`src/rtl/bus_master_if_pkg.sv`:
```
// rtl/bus_master_if_pkg.sv - shared bus encodings, FSM states and default widths
package bus_master_if_pkg;

    localparam logic READ     = 1'b1;
    localparam logic WRITE    = 1'b0;
    localparam logic ENABLE_  = 1'b0;
    localparam logic DISABLE_ = 1'b1;

    localparam int DEF_ADDR_W  = 30;
    localparam int DEF_DATA_W  = 32;
    localparam int DEF_TIMEOUT = 255;

    typedef enum logic [1:0] {
        BUS_IF_IDLE   = 2'd0,
        BUS_IF_REQ    = 2'd1,
        BUS_IF_ACCESS = 2'd2,
        BUS_IF_STALL  = 2'd3
    } bus_if_state_e;

    function automatic int cnt_width(input int timeout);
        return (timeout > 1) ? $clog2(timeout + 1) : 1;
    endfunction

endpackage

```
`src/rtl/bus_master_if.sv`:
```
// rtl/bus_master_if.sv - initiator-side bus interface: arbitration request, single
// word access, completion/stall/flush handling and no-response timeout
module bus_master_if
    import bus_master_if_pkg::*;
#(
    parameter int ADDR_W  = DEF_ADDR_W,
    parameter int DATA_W  = DEF_DATA_W,
    parameter int TIMEOUT = DEF_TIMEOUT
) (
    input  logic              clk,
    input  logic              reset,
    input  logic              core_as_,
    input  logic [ADDR_W-1:0] core_addr,
    input  logic              core_rw,
    input  logic [DATA_W-1:0] core_wr_data,
    input  logic              stall,
    input  logic              flush,
    output logic [DATA_W-1:0] core_rd_data,
    output logic              core_rdy_,
    output logic              busy,
    output logic              bus_err,
    output logic              bus_req_,
    input  logic              bus_grnt_,
    output logic [ADDR_W-1:0] bus_addr,
    output logic              bus_as_,
    output logic              bus_rw,
    output logic [DATA_W-1:0] bus_wr_data,
    input  logic [DATA_W-1:0] bus_rd_data,
    input  logic              bus_rdy_
);

    localparam int CNT_W = cnt_width(TIMEOUT);

    bus_if_state_e     r_state,        w_state_nxt;
    logic              r_bus_req_,     w_bus_req_nxt;
    logic              r_bus_as_,      w_bus_as_nxt;
    logic              r_bus_rw,       w_bus_rw_nxt;
    logic [ADDR_W-1:0] r_bus_addr,     w_bus_addr_nxt;
    logic [DATA_W-1:0] r_bus_wr_data,  w_bus_wr_data_nxt;
    logic [DATA_W-1:0] r_core_rd_data, w_core_rd_data_nxt;
    logic              r_core_rdy_,    w_core_rdy_nxt;
    logic              r_bus_err,      w_bus_err_nxt;
    logic [CNT_W-1:0]  r_cnt,          w_cnt_nxt;
    logic              w_sample;
    logic              w_timeout_hit;

    // The cycle carrying the address strobe is not a response window.
    assign w_sample      = (r_bus_as_ == DISABLE_);
    assign w_timeout_hit = (TIMEOUT != 0) && (r_cnt == CNT_W'(TIMEOUT - 1));

    always_comb begin
        w_state_nxt        = r_state;
        w_bus_req_nxt      = r_bus_req_;
        w_bus_as_nxt       = DISABLE_;
        w_bus_rw_nxt       = r_bus_rw;
        w_bus_addr_nxt     = r_bus_addr;
        w_bus_wr_data_nxt  = r_bus_wr_data;
        w_core_rd_data_nxt = r_core_rd_data;
        w_core_rdy_nxt     = DISABLE_;
        w_bus_err_nxt      = 1'b0;
        w_cnt_nxt          = r_cnt;

        case (r_state)
            BUS_IF_IDLE: begin
                if (core_as_ == ENABLE_ && !flush) begin
                    w_bus_addr_nxt    = core_addr;
                    w_bus_rw_nxt      = core_rw;
                    w_bus_wr_data_nxt = core_wr_data;
                    w_bus_req_nxt     = ENABLE_;
                    w_state_nxt       = BUS_IF_REQ;
                end
            end
            BUS_IF_REQ: begin
                if (flush) begin
                    w_bus_req_nxt = DISABLE_;
                    w_state_nxt   = BUS_IF_IDLE;
                end else if (bus_grnt_ == ENABLE_) begin
                    w_bus_as_nxt = ENABLE_;
                    w_cnt_nxt    = '0;
                    w_state_nxt  = BUS_IF_ACCESS;
                end
            end
            BUS_IF_ACCESS: begin
                if (w_sample) begin
                    if (bus_rdy_ == ENABLE_) begin
                        if (r_bus_rw == READ) begin
                            w_core_rd_data_nxt = bus_rd_data;
                        end
                        w_core_rdy_nxt = ENABLE_;
                        w_bus_req_nxt  = DISABLE_;
                        w_state_nxt    = stall ? BUS_IF_STALL : BUS_IF_IDLE;
                    end else if (w_timeout_hit) begin
                        w_bus_err_nxt = 1'b1;
                        w_bus_req_nxt = DISABLE_;
                        w_state_nxt   = BUS_IF_IDLE;
                    end else if (r_cnt != '1) begin
                        w_cnt_nxt = r_cnt + 1'b1;
                    end
                end
            end
            BUS_IF_STALL: begin
                if (!stall) begin
                    w_state_nxt = BUS_IF_IDLE;
                end
            end
            default: w_state_nxt = BUS_IF_IDLE;
        endcase
    end

    always_ff @(posedge clk or negedge reset) begin
        if (!reset) begin
            r_state        <= BUS_IF_IDLE;
            r_bus_req_     <= DISABLE_;
            r_bus_as_      <= DISABLE_;
            r_bus_rw       <= READ;
            r_bus_addr     <= '0;
            r_bus_wr_data  <= '0;
            r_core_rd_data <= '0;
            r_core_rdy_    <= DISABLE_;
            r_bus_err      <= 1'b0;
            r_cnt          <= '0;
        end else begin
            r_state        <= w_state_nxt;
            r_bus_req_     <= w_bus_req_nxt;
            r_bus_as_      <= w_bus_as_nxt;
            r_bus_rw       <= w_bus_rw_nxt;
            r_bus_addr     <= w_bus_addr_nxt;
            r_bus_wr_data  <= w_bus_wr_data_nxt;
            r_core_rd_data <= w_core_rd_data_nxt;
            r_core_rdy_    <= w_core_rdy_nxt;
            r_bus_err      <= w_bus_err_nxt;
            r_cnt          <= w_cnt_nxt;
        end
    end

    assign busy = ((r_state == BUS_IF_IDLE) && (core_as_ == ENABLE_) && !flush)
                || (r_state == BUS_IF_REQ) || (r_state == BUS_IF_ACCESS);

    assign bus_req_     = r_bus_req_;
    assign bus_as_      = r_bus_as_;
    assign bus_rw       = r_bus_rw;
    assign bus_addr     = r_bus_addr;
    assign bus_wr_data  = r_bus_wr_data;
    assign core_rd_data = r_core_rd_data;
    assign core_rdy_    = r_core_rdy_;
    assign bus_err      = r_bus_err;

endmodule

```
`config.mk`:
```
export PLATFORM = sky130hd
export DESIGN_NAME = bus_master_if
export DESIGN_NICKNAME = d
export VERILOG_FILES = /design/src/rtl/bus_master_if_pkg.sv /design/src/rtl/bus_master_if.sv
export SDC_FILE = /design/constraint.sdc
export NUM_CORES = 1
export LEC_CHECK = 0
export ABC_AREA = 1
export BUFFER_PORTS_ARGS = -buffer_cell sky130_fd_sc_hd__buf_2
export CAP_MARGIN = 0
export CORE_MARGIN = 4
export CORE_UTILIZATION = 47
export CTS_CLUSTER_DIAMETER = 120
export DETAILED_ROUTE_END_ITERATION = 12
export PLACE_DENSITY_LB_ADDON = 0.3
export SLEW_MARGIN = 20
export SYNTH_ARGS = -nofsm -noshare
export SYNTH_HDL_FRONTEND = slang
export SYNTH_SLANG_ARGS = --single-unit
export TNS_END_PERCENT = 5
```
`constraint.sdc`:
```
create_clock -name clk -period 2.1 [get_ports clk]
set_input_delay 0.42 -clock clk [delete_from_list [all_inputs] [get_ports clk]]
set_output_delay 0.42 -clock clk [all_outputs]
set_load 0.01 [all_outputs]
```
; ---- After elaboration in Yosys (flattened, before gate mapping)
; Index checks and enable logic that the tools add are counted.
; W data, S select, Z words.
[totals]
ff_bits = 109
in_bits = 102
elab_cells = 75
[op_classes]
addsub = 1
n_eq_ne = 16
muxes = 32
bitwise_logic = 2
reduce_logical = 14
[op_table]
columns = operator, count
row1 = $mux W8, 6
row2 = $ne A2 B2 Y1 const B, 9
row3 = $mux W2, 8
row4 = $pmux W8 S2, 1
row5 = $mux W1, 15
row6 = $reduce_and A5 Y1, 2
row7 = $add A8 B1 Y8 const B, 1
row8 = $eq A8 B8 Y1 const B, 1
row9 = $ne A8 B8 Y1 const B, 1
row10 = $pmux W2 S4, 1
row11 = $reduce_and A7 Y1, 1
row12 = $ne A3 B3 Y1 const B, 2
row13 = $eq A2 B2 Y1 const B, 2
row14 = $reduce_and A4 Y1, 1
row15 = $logic_and A1 B1 Y1, 3
row16 = $pmux W1 S3, 1
row17 = $reduce_bool A3 Y1, 1
row18 = $eq A2 B1 Y1 const B, 1
row19 = $logic_not A2 Y1, 1
row20 = $logic_or A1 B1 Y1, 2
row21 = $not A1 Y1, 2
row22 = $reduce_and A2 Y1, 1
row23 = $reduce_bool A2 Y1, 1
row24 = $logic_not A1 Y1, 1

; ---- Depth between registers and ports, before layout
; Gate-level depths: netlist of the first run.
[logic_depth]
depth_word = 6
depth_mapped = 11

; ---- Least setup slack after synthesis of the first run
; OpenSTA, ideal clock, no wires.
[synth_path]
path_type = register to output
start = reg r_state[0]
end = out busy
t_arrival_ps = 1160
required_time_ps = 1680
setup_slack_ps = 520
stages_incl_launch_ff = 6
n_path_buf = 1
cell_sequence = dfrtp_1 inv_1 ha_1 nand2_2 clkbuf_8 nand2_1
[synth_via]
elab_chain_len = 5
elab_cells_between_ends = 7
classes_between = eq/ne (2) / reduce/logical (5)
[synth_rtl]
columns = element, line_no
row1 = "start, declared", bus_master_if.sv:34  ; bus_if_state_e r_state, w_state_nxt;
row2 = "start signal, assigned", bus_master_if.sv:123  ; r_state <= w_state_nxt;
row3 = $logic_not A2 Y1, bus_master_if.sv:136  ; assign busy = ((r_state == BUS_IF_IDLE) && (core_as_ == ENABLE_) && !flush)
row4 = $logic_and A1 B1 Y1 (2 in series), bus_master_if.sv:136
row5 = $logic_or A1 B1 Y1, bus_master_if.sv:137  ; || (r_state == BUS_IF_REQ) || (r_state == BUS_IF_ACCESS);
row6 = $logic_or A1 B1 Y1 (*), bus_master_if.sv:137
row7 = "end, declared", bus_master_if.sv:20  ; output logic busy,
; Every way passes the cells marked *; elsewhere a longest branch is shown, timed or not.

; ---- Worst setup path after layout of the first run
; Same ends and word-level chain as after synthesis.

==> metrics.csv, run 1 <==
stage,metric,value,unit
outcome,status,"finished, final reports clean",
clocking,Clock Pin Slew Worst Setup and Hold Paths,0.10,ns
power_and_ir_drop,P per Cell Area,1311,nW/um^2
yosys,post-synth top area share,56.54,%
power_and_ir_drop,NetSw,0.002661,W
power_and_ir_drop,LEAKAGE,3.191,nW
yosys,synthesized cell area,4647,um^2
clocking,Resize count post-CTS,0,
final_layout,nets,650,
run,number of max-cap violations,0,
placed_design,I/O Buffers,201,
die,Core ar.,9684,um^2
yosys,syn avg cell area,13.95,um^2
yosys,asr flop ratio synth,100.0,%
clocking,clock root buffer,clkbuf_8,
final_layout,post-route insts no fill,678,
clocking,later-pin clock latency in the skew report,0.36,ns
sta,fin crit period,1.910,ns
critical_path,critical path data arrival time,1.49,ns
routing,Total Routed Length,10440,um
sta,Rel. slew slack,66.79,%
sta,RSZ-0062 raised after global routing,false,
global_routing,first-pass GRT wire length,16200,um
final_layout,final core occ,61.72,%
power_and_ir_drop,internal power consumption,0.005175,W
sta,Final Slew Violations,0,
critical_path,CP Cell Sequence,inv_1 -> ha_2 -> nor2_1 -> nand2_1 -> buf_2,
clocking,CTS buffer count,9,
placed_design,# placed instances,662,
critical_path,critical-path maximum fanout,8,
sta,FMAX,523.5,MHz
power_and_ir_drop,combinational share of power,40.5,%
sta,Final Cycle Share,90.96,%
yosys,Yosys reg bits,109,
final_layout,diode count,0,
placed_design,Final HPWL DP,8031,um
sta,final setup violation count,0,
critical_path,Crit path max-delay family,flip-flops,
yosys,Most used DFF post-synth,dfrtp_1,
global_routing,GRT Residual Overflow,0,
critical_path,Crit-path slowest cell,dfrtp_1,
final_layout,Final Cell Area,5977,um^2
worst_hold_path,min-delay worst type,primary input to async pin,
sta,"crit path setup slack, layout",0.1898,ns
routing,# DRC,0,
yosys,synth warn,0,
die,Top Ports,202,
die,Die H,107.4,um
power_and_ir_drop,Clk network pwr share,15.0,%
global_routing,total track usage,17.91,%
power_and_ir_drop,register share of total power,44.5,%
die,row count,36,
die,die area,11540,um^2
global_routing,vias in the first global route,3326,
sta,Fin Clk Skew,0.01473,ns
routing,vias per std cell,4.791,
global_routing,maximum number of pins on one net before global-route repair,68,
routing,via count,3248,
die,initial core utilization,47.98,%
sta,Setup TNS Final,0,ns
yosys,Syn Inst Count,333,
critical_path,CP peak stage delay,0.44,ns
critical_path,critical path required time,1.68,ns
placed_design,GPL Wtd Cong,0.8530,
yosys,cell with the most instances after synthesis,dfrtp_1,
critical_path,Critical Path Sink Type,output port,
placed_design,dpl ws,0.3860,ns
clocking,cts hold-fix bufs,0,
critical_path,CP Class,flop to output port,
yosys,syn_nets,443,
power_and_ir_drop,worst vdd ir,0.6021,mV
sta,final hold vios,0,
routing,DR iter-0 viols,113,
routing,wire per inst,15.40,um
critical_path,crit path buf inv count,2,
clocking,CTS tree,built,
yosys,register area share after synthesis,58.80,%
die,die width,107.4,um
routing,Routed Antenna Nets,0,
clocking,Sink Count,109,
placed_design,dpl cell area,5791,um^2
routing,DR pass1 iterations,7,
yosys,top post-synthesis cells by count,"105 x dfrtp_1, 65 x mux2_2, 47 x nand2_1",
clocking,Bufs on Longest Clock Path,2,
yosys,Post-synth EDFFs,0,
power_and_ir_drop,sw frac,33.96,%
yosys,Area contributors post-synth,"dfrtp_1 57%, mux2_2 16%, mux2_4 9.7%",
yosys,top cell type by total area after synthesis,dfrtp_1,
clocking,setup bufs post-CTS,0,
global_routing,initial antenna violation count,1,
yosys,"Distinct cells, synth",25,
final_layout,share of cells above drive strength 1,60.37,%
critical_path,CP Launch Type,flop,
sta,Worst Tran Pin Value,0.4929,ns
final_layout,P&R area growth vs syn,28.62,%
clocking,number of H-tree levels,3,
==> power groups by stage <==
stage / Sequential (W) / Clock (W) / Combinational (W)
3_3_place_gp: 0.00349 / 0 / 0.00314
4_1_cts: 0.00350 / 0.00123 / 0.00323
5_1_grt: 0.00362 / 0.00132 / 0.00344
6_report: 0.00349 / 0.00118 / 0.00317
3_5_place_dp: 0.00355 / 0 / 0.00322
2_1_floorplan: 0.00396 / 0 / 0.00140
==> layer usage <==
layer	wire length [um]	global-route usage, %
met5	7	0
met4	123	4.779
met3	749	5.099
met2	5588	32.71
met1	3970	20.50
==> per-stage QoR <==
step                      hold WS [ns]  total power (W)
after global routing           0.02107         0.008378
after CTS                      0.02305         0.007964
after detailed placement        0.4297         0.006765
after floorplan                 0.1244         0.005366
final                          0.03237         0.007836
after global placement          0.4247         0.006626
==> cells by family (layout without fill, tap and decap cells) <==
logic type,count (synthesis),after routing,share of synthesized area (%)
DFF,109,109,58.80
buffers and inverters,23,235,3.608
adders and majority gates,8,8,2.154
muxes,95,95,25.44
and+or+nand+nor,88,88,8.670
AOI/OAI and AO/OA,9,9,1.131
xor gates and xnor gates,1,1,0.1885
==> final cells by class <==
class                           instances  area, um^2
Fill cell                             819        3707
Inverter                               13       48.80
Tap cell                              133       166.4
Multi-Input combinational cell        201        1749
Timing Repair Buffer                  206        1096
Sequential cell                       109        2733
Clock buffer                           11       141.4
Clock inverter                          5       42.54
==> registers in the layout, indices dropped and copies added (netlist names) <==
| name | cells |
|---|---|
| core_rd_data | 32 |
| bus_rw | 1 |
| bus_req_ | 1 |
| r_state | 2 |
| bus_wr_data | 32 |
| bus_as_ | 1 |
| core_rdy_ | 1 |
| r_cnt | 8 |
| bus_err | 1 |
| bus_addr | 30 |
==> placed cells by master (no fill, tap or decap), drive strengths merged <==
| cell type | synthesis | final |
|---|---|---|
| a21oi | 2 | 2 |
| buf | 6 | 206 |
| clkbuf | 4 | 11 |
| clkinv | 0 | 1 |
| clkinvlp | 0 | 1 |
| dfrtp | 105 | 105 |
| dfstp | 4 | 4 |
| ha | 8 | 8 |
| inv | 13 | 16 |
| mux2 | 95 | 95 |
| nand2 | 50 | 50 |
| nand3 | 16 | 16 |
| nand4 | 3 | 3 |
| nor2 | 16 | 16 |
| nor3b | 2 | 2 |
| nor4 | 1 | 1 |
| o21ai | 4 | 4 |
| o21bai | 3 | 3 |
| xnor2 | 1 | 1 |
==> final timing paths <==
check	slack, ns	cells after the start	end	start
setup / recovery	0.19	5	busy	r_state[0]$_DFFE_PN0P_
min in group clk	0.28	2	bus_wr_data[6]$_DFFE_PN0P_	core_wr_data[6]
max in group asynchronous	1.72	2	bus_addr[24]$_DFFE_PN0P_	reset
setup reg to reg	0.42	5	bus_wr_data[8]$_DFFE_PN0P_	r_state[1]$_DFFE_PN0P_
hold / removal	0.03	2	core_rd_data[3]$_DFFE_PN0P_	reset
hold reg to reg	0.47	2	bus_req_$_DFFE_PN1P_	bus_req_$_DFFE_PN1P_
Power figures use the tool's default switching activity.
==> run 2: changes to the inputs <==
Settings changed: CORE_MARGIN 4 to 5.
==> metrics.csv, run 2 (same netlist as run 1, synthesis figures left out) <==
stage,metric,value,unit,change
outcome,status,"finished, final reports clean",,unchanged
sta,final hold vios,0,,unchanged
routing,via count,3247,,"was 3,248"
sta,Rel. slew slack,60.35,%,was 66.79%
die,Core ar.,9729,um^2,was 9684 um^2
final_layout,P&R area growth vs syn,30.02,%,was 28.62%
final_layout,nets,649,,was 650
clocking,CTS buffer count,9,,unchanged
die,die width,109.4,um,was 107.4 um
clocking,CTS tree,built,,unchanged
die,Die H,109.4,um,was 107.4 um
die,die area,11980,um^2,"was 11,540 um^2"
clocking,clock root buffer,clkbuf_8,,unchanged
sta,final setup violation count,0,,unchanged
worst_hold_path,min-delay worst type,primary input to async pin,,unchanged
power_and_ir_drop,LEAKAGE,3.220,nW,was 3.191 nW
critical_path,critical path data arrival time,1.54,ns,was 1.49 ns
clocking,Sink Count,109,,unchanged
routing,vias per std cell,4.796,,was 4.791
final_layout,share of cells above drive strength 1,60.66,%,was 60.37%
clocking,cts hold-fix bufs,0,,unchanged
sta,Worst Tran Pin Value,0.5948,ns,was 0.4929 ns
critical_path,CP Launch Type,flop,,unchanged
routing,Total Routed Length,10730,um,"was 10,440 um"
clocking,later-pin clock latency in the skew report,0.38,ns,was 0.36 ns
final_layout,final core occ,62.10,%,was 61.72%
sta,Setup TNS Final,0,ns,unchanged
critical_path,Critical Path Sink Type,output port,,unchanged
clocking,number of H-tree levels,3,,unchanged
power_and_ir_drop,P per Cell Area,1361,nW/um^2,was 1311 nW/um^2
global_routing,initial antenna violation count,0,,was 1
critical_path,critical path required time,1.68,ns,about the same
die,initial core utilization,47.76,%,was 47.98%
final_layout,diode count,0,,unchanged
sta,fin crit period,1.957,ns,was 1.910 ns
global_routing,total track usage,17.70,%,was 17.91%
placed_design,I/O Buffers,201,,unchanged
routing,DR pass1 iterations,4,,was 7
sta,FMAX,511.0,MHz,was 523.5 MHz
run,number of max-cap violations,0,,unchanged
clocking,Bufs on Longest Clock Path,2,,unchanged
routing,wire per inst,15.84,um,was 15.40 um
critical_path,CP Class,flop to output port,,unchanged
routing,Routed Antenna Nets,0,,unchanged
final_layout,"commonest cells after routing, fill and taps aside","200 x buf_2, 104 x dfrtp_1, 65 x mux2_2",,"was 200 x buf_2, 105 x dfrtp_1, 65 x mux2_2"
die,Top Ports,202,,unchanged
clocking,setup bufs post-CTS,0,,unchanged
placed_design,GPL Wtd Cong,0.8762,,was 0.8530
sta,RSZ-0062 raised after global routing,false,,unchanged
global_routing,GRT Residual Overflow,0,,unchanged
critical_path,critical-path maximum fanout,6,,was 8
sta,Final Slew Violations,0,,unchanged
routing,DR iter-0 viols,124,,was 113
global_routing,maximum number of pins on one net before global-route repair,110,,was 68
sta,Final Cycle Share,93.19,%,was 90.96%
final_layout,Fillers,793,,was 819
routing,# DRC,0,,unchanged
global_routing,first-pass GRT wire length,16100,um,"was 16,200 um"
sta,Fin Clk Skew,0.01017,ns,was 0.01473 ns
power_and_ir_drop,worst vdd ir,1.087,mV,was 0.6021 mV
final_layout,"commonest non-fill, non-tap cell in the layout",buf_2,,unchanged
placed_design,Final HPWL DP,8183,um,was 8031 um
global_routing,vias in the first global route,3331,,"was 3,326"
die,row count,36,,unchanged
clocking,Clock Pin Slew Worst Setup and Hold Paths,0.10,ns,about the same
run 2: path summary, 6_finish.rpt:
path	startpoint	endpoint	slack (ns)	depth (start not counted)
worst max-delay path	r_state[1]$_DFFE_PN0P_	busy	0.14	5
worst min-delay path	reset	bus_wr_data[18]$_DFFE_PN0P_	0.08	2
worst max register to register	r_state[1]$_DFFE_PN0P_	bus_addr[2]$_DFFE_PN0P_	0.34	5
worst min register to register	bus_req_$_DFFE_PN1P_	bus_req_$_DFFE_PN1P_	0.48	2
max in group asynchronous	reset	r_cnt[5]$_DFFE_PN0P_	1.55	2
min in group clk	bus_rd_data[11]	core_rd_data[11]$_DFFE_PN0P_	0.26	2
run 2: critical path: stages (launching register included):
cell     delay [ns]
dfrtp_1        0.43
inv_1          0.10
ha_1           0.26
nor2_1         0.14
nand2_1        0.07
buf_2          0.15
run 2: layer usage:
metal	track usage (%)	wire [um]	vias up
li1	-	-	1538
met1	19.59	4043	1583
met2	31.69	5685	109
met3	4.991	770	17
met4	7.569	228	0
met5	0	0	-
run 2: area by class of cell:
| class | instances | area (um^2) | area share, % |
|---|---|---|---|
| Clock buffer | 10 | 137.6 | 2.278 |
| Clock inverter | 6 | 117.6 | 1.947 |
| Inverter | 13 | 48.80 | 0.8076 |
| Multi-Input combinational cell | 201 | 1749 | 28.95 |
| Sequential cell | 109 | 2734 | 45.25 |
| Tap cell | 133 | 166.4 | 2.754 |
| Timing Repair Buffer | 205 | 1089 | 18.02 |
run 2: what timing repair did:
item	in CTS	in global routing
endpoints found under the hold margin	0	0
resized for setup	0	2
endpoints found under the setup margin	0	1
run 2: power by group:
| part | total (W) | leakage, nW | internal, W | switching [W] |
|---|---|---|---|---|
| combinational | 0.00317 | 1.75 | 0.00166 | 0.00151 |
| sequential | 0.00349 | 1.34 | 0.00303 | 0.000460 |
| clock | 0.00155 | 0.125 | 0.000834 | 0.000720 |
run 2: per-stage QoR:
step / std cells / cell area (um^2) / total power (W) / worst slack [ns] / hold WS (ns)
2_1_floorplan: 333 / 4647 / 0.005366 / 0.5198 / 0.1244
3_3_place_gp: 661 / 5783 / 0.006634 / 0.3612 / 0.4548
3_5_place_dp: 661 / 5783 / 0.006774 / 0.3006 / 0.4630
4_1_cts: 677 / 6038 / 0.008352 / 0.002484 / 0.1131
5_1_grt: 677 / 6042 / 0.008741 / 0.02339 / 0.1387
6_report: 677 / 6042 / 0.008221 / 0.1429 / 0.07827
==> run 3: changes to the inputs <==
Settings changed: CTS_BUF_LIST from default to sky130_fd_sc_hd__clkbuf_16.
==> metrics.csv, run 3 (same netlist as run 1, synthesis figures left out) <==
stage,metric,value,unit,change
die,row count,36,,unchanged
die,Core ar.,9729,um^2,unchanged
sta,RSZ-0062 raised after global routing,false,,unchanged
worst_hold_path,min-delay worst type,primary input to async pin,,unchanged
sta,Final Cycle Share,92.21,%,was 93.19%
final_layout,diode count,0,,unchanged
placed_design,Final HPWL DP,8183,um,unchanged
clocking,Resize count post-CTS,0,,unchanged
routing,DR pass1 iterations,4,,unchanged
final_layout,"commonest non-fill, non-tap cell in the layout",buf_2,,unchanged
final_layout,post-route insts no fill,677,,unchanged
sta,fin crit period,1.936,ns,was 1.957 ns
critical_path,CP peak stage delay,0.42,ns,was 0.43 ns
die,die area,11980,um^2,unchanged
global_routing,total track usage,17.93,%,was 17.70%
routing,wire per inst,16.07,um,was 15.84 um
die,Die H,109.4,um,unchanged
global_routing,GRT Residual Overflow,0,,unchanged
critical_path,critical-path maximum fanout,5,,was 6
sta,final setup violation count,0,,unchanged
clocking,Bufs on Longest Clock Path,2,,unchanged
power_and_ir_drop,final total power,0.008619,W,was 0.008221 W
critical_path,critical path data arrival time,1.52,ns,was 1.54 ns
global_routing,vias in the first global route,3340,,"was 3,331"
run,number of max-cap violations,0,,unchanged
final_layout,nets,649,,unchanged
sta,Final Slew Violations,0,,unchanged
clocking,cts hold-fix bufs,0,,unchanged
power_and_ir_drop,LEAKAGE,3.262,nW,was 3.220 nW
critical_path,Crit path max-delay family,flip-flops,,unchanged
placed_design,I/O Buffers,201,,unchanged
clocking,CTS tree,built,,unchanged
sta,Worst Tran Pin Value,0.6011,ns,was 0.5948 ns
critical_path,CP Class,flop to output port,,unchanged
global_routing,maximum number of pins on one net before global-route repair,110,,unchanged
final_layout,"commonest cells after routing, fill and taps aside","200 x buf_2, 105 x dfrtp_1, 65 x mux2_2",,"was 200 x buf_2, 104 x dfrtp_1, 65 x mux2_2"
critical_path,crit path buf inv count,2,,unchanged
routing,Total Routed Length,10880,um,"was 10,730 um"
sta,final hold vios,0,,unchanged
placed_design,GPL Wtd Cong,0.8762,,unchanged
power_and_ir_drop,P per Cell Area,1406,nW/um^2,was 1361 nW/um^2
routing,vias per std cell,4.814,,was 4.796
critical_path,CP Cell Sequence,inv_1 -> ha_1 -> nand2_2 -> nand2_1 -> buf_2,,was inv_1 -> ha_1 -> nor2_1 -> nand2_1 -> buf_2
die,initial core utilization,47.76,%,unchanged
global_routing,first-pass GRT wire length,16260,um,"was 16,100 um"
clocking,number of H-tree levels,3,,unchanged
sta,Fin Clk Skew,0.006734,ns,was 0.01017 ns
routing,via count,3259,,"was 3,247"
clocking,Sink Count,109,,unchanged
die,die width,109.4,um,unchanged
clocking,Clock Pin Slew Worst Setup and Hold Paths,0.07,ns,was 0.10 ns
clocking,setup bufs post-CTS,0,,unchanged
placed_design,# placed instances,661,,unchanged
die,Top Ports,202,,unchanged
routing,# DRC,0,,unchanged
sta,FMAX,516.4,MHz,was 511.0 MHz
power_and_ir_drop,worst vdd ir,0.9118,mV,was 1.087 mV
outcome,status,"finished, final reports clean",,unchanged
routing,Routed Antenna Nets,0,,unchanged
final_layout,Fillers,774,,was 793
clocking,CTS buffer count,9,,unchanged
clocking,later-pin clock latency in the skew report,0.35,ns,was 0.38 ns
final_layout,share of cells above drive strength 1,60.29,%,was 60.66%
sta,Setup TNS Final,0,ns,unchanged
clocking,clock root buffer,clkbuf_16,,was clkbuf_8
critical_path,critical path required time,1.68,ns,about the same
critical_path,CP Launch Type,flop,,unchanged
critical_path,Crit-path slowest cell,dfrtp_1,,unchanged
critical_path,Critical Path Sink Type,output port,,unchanged
global_routing,initial antenna violation count,0,,unchanged
routing,DR iter-0 viols,145,,was 124
sta,Rel. slew slack,59.93,%,was 60.35%
final_layout,P&R area growth vs syn,31.96,%,was 30.02%
run 3: worst paths after layout:
path                                              from                           to  slack, ns  depth (start not counted)
worst max-delay path            r_state[0]$_DFFE_PN0P_                         busy       0.16                          5
max in group asynchronous                        reset         r_cnt[4]$_DFFE_PN0P_       1.51                          2
worst min register to register    bus_req_$_DFFE_PN1P_         bus_req_$_DFFE_PN1P_       0.47                          2
min in group clk                       core_wr_data[9]   bus_wr_data[9]$_DFFE_PN0P_       0.30                          2
worst max register to register  r_state[0]$_DFFE_PN0P_      bus_addr[2]$_DFFE_PN0P_       0.30                          5
worst min-delay path                             reset  bus_wr_data[18]$_DFFE_PN0P_       0.11                          2
run 3: cell type report:
cell class                 instances  area (um^2)  share of cell area [%]
sequential                       109         2733                   44.56
timing repair buffer             205         1089                   17.75
tap                              133        166.4                   2.714
inverter                          13        48.80                  0.7958
clock buffer                       9        225.2                   3.673
multi-input combinational        201         1749                   28.52
clock inverter                     7        121.4                   1.979
run 3: power breakdown:
part | switching (W) | total (W) | leakage [nW] | internal (W)
clock | 0.000763 | 0.00193 | 0.165 | 0.00117
sequential | 0.000466 | 0.00350 | 1.35 | 0.00304
combinational | 0.00152 | 0.00318 | 1.75 | 0.00166
total | 0.00275 | 0.00862 | 3.26 | 0.00587
run 3: through the flow:
step	hold slack, ns	utilization (%)	setup slack (ns)	instance area [um^2]
after floorplan	0.1244	-	0.5198	4647
after detailed placement	0.4630	59.44	0.3006	5783
after global routing	0.1833	63.03	0.04327	6132
after CTS	0.1606	63.00	0.05232	6130
after global placement	0.4548	59.44	0.3612	5783
final	0.1137	63.03	0.1636	6132
run 3: per-layer routing:
layer / up-vias / GRT usage (%) / share of wire [%]
met5: - / 0 / 0
met4: 0 / 7.035 / 1.3
met3: 10 / 5.520 / 7.3
met2: 113 / 32.13 / 54
met1: 1590 / 19.77 / 38
li1: 1546 / - / -
